File: src/rtl/fifo_pkg.sv
// Gray/binary conversion helpers shared by the read- and write-side pointer blocks.
// Operands are zero-extended into a 32-bit word; callers cast back to their own width.
package fifo_pkg;

    localparam int unsigned GRAY_MAX_W = 32;

    typedef logic [GRAY_MAX_W-1:0] gray_word_t;

    function automatic gray_word_t bin2gray(input gray_word_t b);
        return b ^ (b >> 1);
    endfunction

    // Prefix XOR from the MSB down; zero upper bits leave narrower codes unaffected.
    function automatic gray_word_t gray2bin(input gray_word_t g);
        gray_word_t b;
        b = '0;
        b[GRAY_MAX_W-1] = g[GRAY_MAX_W-1];
        for (int i = GRAY_MAX_W - 2; i >= 0; i--) begin
            b[i] = b[i+1] ^ g[i];
        end
        return b;
    endfunction

endpackage

File: src/rtl/read_ptr_if.sv
// Read-side pointer bus: pop request and synchronised write pointer in, pointers and flags out.
interface read_ptr_if #(
    parameter int unsigned ptr_width = 8
);
    localparam int unsigned PW = ptr_width + 1;

    logic          r_en;
    logic [PW-1:0] wptr_sync;
    logic [PW-1:0] raddr;
    logic [PW-1:0] rptr;
    logic          empty;
    logic          almost_empty;
    logic [PW-1:0] rcount;
    logic          rvalid;
    logic          underflow;

    modport master (
        output r_en, wptr_sync,
        input  raddr, rptr, empty, almost_empty, rcount, rvalid, underflow
    );

    modport slave (
        input  r_en, wptr_sync,
        output raddr, rptr, empty, almost_empty, rcount, rvalid, underflow
    );
endinterface

File: src/rtl/read_ptr.sv
// Async FIFO read-domain pointer and flag controller: binary/Gray read pointer,
// empty/almost_empty, occupancy, read-data-valid strobe and sticky underflow.
module read_ptr
    import fifo_pkg::*;
#(
    parameter int unsigned ptr_width = 8,
    parameter int unsigned AE_THRESH = 4
) (
    input  logic     rclk,
    input  logic     r_rst_n,
    read_ptr_if.slave bus
);
    localparam int unsigned PW = ptr_width + 1;

    logic [PW-1:0] raddr;
    logic [PW-1:0] rptr;
    logic          empty;
    logic          almost_empty;
    logic [PW-1:0] rcount;
    logic          rvalid;
    logic          underflow;

    logic          pop_c;
    logic [PW-1:0] raddr_next_c;
    logic [PW-1:0] rptr_next_c;
    logic [PW-1:0] wbin_c;
    logic [PW-1:0] rcount_next_c;
    logic          empty_next_c;
    logic          almost_empty_next_c;
    logic          underflow_next_c;

    // Next-state evaluation; pops are gated by the registered empty flag.
    always_comb begin
        pop_c               = 1'b0;
        raddr_next_c        = raddr;
        rptr_next_c         = rptr;
        wbin_c              = '0;
        rcount_next_c       = '0;
        empty_next_c        = 1'b1;
        almost_empty_next_c = 1'b1;
        underflow_next_c    = underflow;

        pop_c               = bus.r_en & ~empty;
        raddr_next_c        = raddr + PW'(pop_c);
        rptr_next_c         = PW'(bin2gray(GRAY_MAX_W'(raddr_next_c)));
        wbin_c              = PW'(gray2bin(GRAY_MAX_W'(bus.wptr_sync)));
        rcount_next_c       = wbin_c - raddr_next_c;
        empty_next_c        = (rptr_next_c == bus.wptr_sync);
        almost_empty_next_c = (rcount_next_c <= PW'(AE_THRESH));
        underflow_next_c    = underflow | (bus.r_en & empty);
    end

    always_ff @(posedge rclk) begin
        if (!r_rst_n) begin
            raddr        <= '0;
            rptr         <= '0;
            empty        <= 1'b1;
            almost_empty <= 1'b1;
            rcount       <= '0;
            rvalid       <= 1'b0;
            underflow    <= 1'b0;
        end else begin
            raddr        <= raddr_next_c;
            rptr         <= rptr_next_c;
            empty        <= empty_next_c;
            almost_empty <= almost_empty_next_c;
            rcount       <= rcount_next_c;
            rvalid       <= pop_c;
            underflow    <= underflow_next_c;
        end
    end

    assign bus.raddr        = raddr;
    assign bus.rptr         = rptr;
    assign bus.empty        = empty;
    assign bus.almost_empty = almost_empty;
    assign bus.rcount       = rcount;
    assign bus.rvalid       = rvalid;
    assign bus.underflow    = underflow;

endmodule

File: src/flat_wrapper.sv
// flat-port wrapper written by rule: the top's interface ports become plain ports
module read_ptr_flat import fifo_pkg::*;
#(
    parameter int unsigned ptr_width = 8,
    parameter int unsigned AE_THRESH = 4
)
  (rclk, r_rst_n, bus_r_en, bus_wptr_sync, bus_raddr, bus_rptr, bus_empty, bus_almost_empty, bus_rcount, bus_rvalid, bus_underflow);
  read_ptr_if #(.ptr_width(ptr_width)) bus_i ();
  input  logic rclk;
  input  logic r_rst_n;
  input wire logic [$bits(bus_i.r_en)-1:0] bus_r_en;
  input wire logic [$bits(bus_i.wptr_sync)-1:0] bus_wptr_sync;
  output wire logic [$bits(bus_i.raddr)-1:0] bus_raddr;
  output wire logic [$bits(bus_i.rptr)-1:0] bus_rptr;
  output wire logic [$bits(bus_i.empty)-1:0] bus_empty;
  output wire logic [$bits(bus_i.almost_empty)-1:0] bus_almost_empty;
  output wire logic [$bits(bus_i.rcount)-1:0] bus_rcount;
  output wire logic [$bits(bus_i.rvalid)-1:0] bus_rvalid;
  output wire logic [$bits(bus_i.underflow)-1:0] bus_underflow;
  assign bus_i.r_en = bus_r_en;
  assign bus_i.wptr_sync = bus_wptr_sync;
  assign bus_raddr = bus_i.raddr;
  assign bus_rptr = bus_i.rptr;
  assign bus_empty = bus_i.empty;
  assign bus_almost_empty = bus_i.almost_empty;
  assign bus_rcount = bus_i.rcount;
  assign bus_rvalid = bus_i.rvalid;
  assign bus_underflow = bus_i.underflow;
  read_ptr #(.ptr_width(ptr_width), .AE_THRESH(AE_THRESH)) u_core (.rclk(rclk), .r_rst_n(r_rst_n), .bus(bus_i));
endmodule
File: config.mk
export PLATFORM = sky130hd
export DESIGN_NAME = read_ptr_flat
export DESIGN_NICKNAME = d
export VERILOG_FILES = /design/src/rtl/fifo_pkg.sv /design/src/rtl/read_ptr_if.sv /design/src/rtl/read_ptr.sv /design/src/flat_wrapper.sv
export SDC_FILE = /design/constraint.sdc
export NUM_CORES = 1
export LEC_CHECK = 0
export CAP_MARGIN = 20
export CORE_MARGIN = 10
export CORE_UTILIZATION = 48
export DETAILED_ROUTE_END_ITERATION = 16
export PLACE_DENSITY = 0.79
export REMOVE_ABC_BUFFERS = 1
export SYNTH_ARGS = -nofsm -noshare
export SYNTH_HDL_FRONTEND = slang
export SYNTH_SLANG_ARGS = --single-unit
File: constraint.sdc
create_clock -name rclk -period 5.9 [get_ports rclk]
set_input_delay 0.885 -clock rclk [delete_from_list [all_inputs] [get_ports rclk]]
set_output_delay 0.885 -clock rclk [all_outputs]
set_load 0.05 [all_outputs]
==> metrics.cfg <==
[outcome]
status=finished clean

[timing]
drv_slew=0
min_period_ns=5.02
final_hold_viol_count=0
finalCritPeriodShare_pct=85.1
setup_viol=0
finalSetupTns_ns=0
fmax_ghz=0.199
skew_ns=0.0149
rsz0062_at_grt=false
maxSlewHeadroom_pct=62.2
tightest_slew_ns=0.565

[routing]
dr_total_vias=1321
via_per_inst=4.93
drtIter0Drc=67
wire_per_inst_um=13.7
ant_nets=0
routed_wl_um=3680
drc=0
drt_pre_antenna_iters=4

[global_route]
grt_pass1_vias=1344
grt_overflow=0
grtUsageTotal_pct=12.6
grt_max_degree=19
antenna_found_initial=0
grt_pass1_wl_um=6420

[yosys]
yosysTopAreaCellShare_pct=36.1
ys_seq_elements=30
ys_seq_area_share_pct=36.1
synth_largest_area_cell=dfxtp_1
synthTopCellsByCount=dfxtp_1, nor2_1, xnor2_1
synthTopCellsByArea=dfxtp_1, xnor2_1, ha_1, xor2_1, nor2_1
synth_cell_types=38
syn_area_per_cell_um2=9.29
yosysWarnings=0
synthesis.area_um2=1660
synthArstFlopShare_pct=0
synth-main-ff-cell=dfxtp_1
synth_most_common_cell=dfxtp_1
syn_inst=179
synth_edf_count=0

[finish]
final_layout_size_suffix_gt1_share_pct=5.41
layout.cells.non_filler=268
antenna_cells=0
area_delta_synth_final_pct=31.5
final_area_um2=2190
nNetsFinal=245

[critical_path]
r2r_slack_ns=2.38
required_ns=6.12
crit_top_cell=xor2_2
critPathLaunchType=input port
crit_chain=clkdlybuf4s50_1 -> xor3_2 -> xnor2_2 -> xor2_2 -> xor2_2 -> xnor3_2 -> xnor2_1 -> ha_1 -> inv_1 -> fa_1 -> a21o_1 -> a21oi_1 -> o211ai_1 -> xor2_1 -> or4_1 -> o41ai_1
crit_type=in2reg
slowest_delay_ns=0.54
cp_max_fo=3
endpoint_kind=register
cp_data_arrival_time_ns=5.24
cp_slowest_cell=clkdlybuf4s50_1

[clocking]
htreeDepth=2
cts_tree=done
postCtsSetupRepairBufs=0
ctsHoldBuffers=0
clk_latency_ns=0.33
clockBufferDepth=2
clkSinkCount=30
cts_made_buffers=5
ctsRootBufferMaster=clkbuf_4
clkTransAtPathRegs_ns=0.08
post_cts_resized=0

[job]
maxCapViolCount=0

[floorplanning]
std_cell_rows=21
start_util_pct=49.8
coreArea_um2=3340
fp.dieW_um=78.9
pin_count=43
die-area_um2=6220
die_h_um=78.9

[place]
placed_cells=261
placedInstanceArea_um2=2110
finalWeightedCongestion=0.854
dp_hpwl_um=2920
place.port_buffers=42

[power_and_ir_drop]
power.density_nw_per_um2=326
peakVddDrop_mv=0.142
total_power_uw=714
p_leak_uw=0.000873

[worst_hold_path]
hp-class=reg2reg

cell families after synthesis:
| family | synth area share [%] |
|---|---|
| and+or+nand+nor | 18.1 |
| xor gates and xnor gates | 23.8 |
| DFF | 36.1 |
| AOI/OAI and AO/OA | 8.35 |
| buffers and inverters | 4.36 |
| adders and majority gates | 8.73 |
| muxes | 0.602 |
where the power goes:
part           switching, µW  internal [µW]  leakage [µW]  total (µW)
clock network           69.0           98.6     0.0000443         168
logic                    190            124      0.000583         314
registers               6.06            226      0.000246         232
total                    265            449      0.000873         714
per-layer routing:
| layer | GRT usage [%] | share of wire, % | up-vias | routed length (µm) |
|---|---|---|---|---|
| met4 | 5.56 | 1.8 | 0 | 68 |
| met5 | 0 | 0 | - | 0 |
| li1 | - | - | 680 | - |
| met1 | 14.7 | 48 | 595 | 1780 |
| met3 | 4.05 | 5.4 | 6 | 200 |
| met2 | 20.6 | 44 | 40 | 1630 |
layout by cell type (no fill, tap or decap), types with 5 or more instances in the layout:
cell type / n
a21oi_1: 6
nor3_1: 5
nor2_1: 24
dfxtp_1: 30
xor2_1: 13
inv_1: 9
clkdlybuf4s50_1: 42
and2_1: 11
clkbuf_4: 5
xnor2_1: 21
ha_1: 10
nand2_1: 10
per-stage QoR:
stage	hold WS (ns)	util (%)	worst slack, ns
CTS	0.485	65.5	0.868
global route	0.505	65.5	0.595
floorplan	0.726	-	1.41
detailed placement	0.466	63.1	0.594
finish	0.477	65.5	0.881
global placement	0.450	63.1	0.728
final cells by class:
type | count | area, µm²
clock buffer | 6 | 51.3
fill | 299 | 1150
timing repair buffer | 42 | 420
clock inverter | 1 | 30.0
tap | 46 | 57.6
inverter | 10 | 37.5
sequential | 30 | 601
multi-input combinational | 133 | 990
worst paths after layout:
kind,start,endpoint,cells after the start
max reg2reg,u_core.bus.empty$_SDFF_PN1_,u_core.bus.almost_empty$_SDFF_PN1_,12
min reg2reg,u_core.bus.underflow$_SDFF_PN0_,u_core.bus.underflow$_SDFF_PN0_,2
min,u_core.bus.underflow$_SDFF_PN0_,u_core.bus.underflow$_SDFF_PN0_,2
max,bus_wptr_sync[8],u_core.bus.almost_empty$_SDFF_PN1_,16
critical path, delay by kind of cell:
kind / cells / cell delay (ns)
XOR/XNOR: 7 / 1.83
AO/OA/AOI/OAI: 4 / 0.81
buffers and inverters: 2 / 0.60
adder cells (fa/ha/maj): 2 / 0.59
AND/OR/NAND/NOR: 1 / 0.54
state kept, by name, summed over array words and instances, names as in the netlist:
signal / count
u_core.bus.rcount: 9
u_core.bus.rptr: 9
u_core.bus.raddr: 8
u_core.bus.almost_empty: 1
u_core.bus.empty: 1
u_core.bus.rvalid: 1
u_core.bus.underflow: 1
No activity file was read; power rests on OpenSTA's default activity.
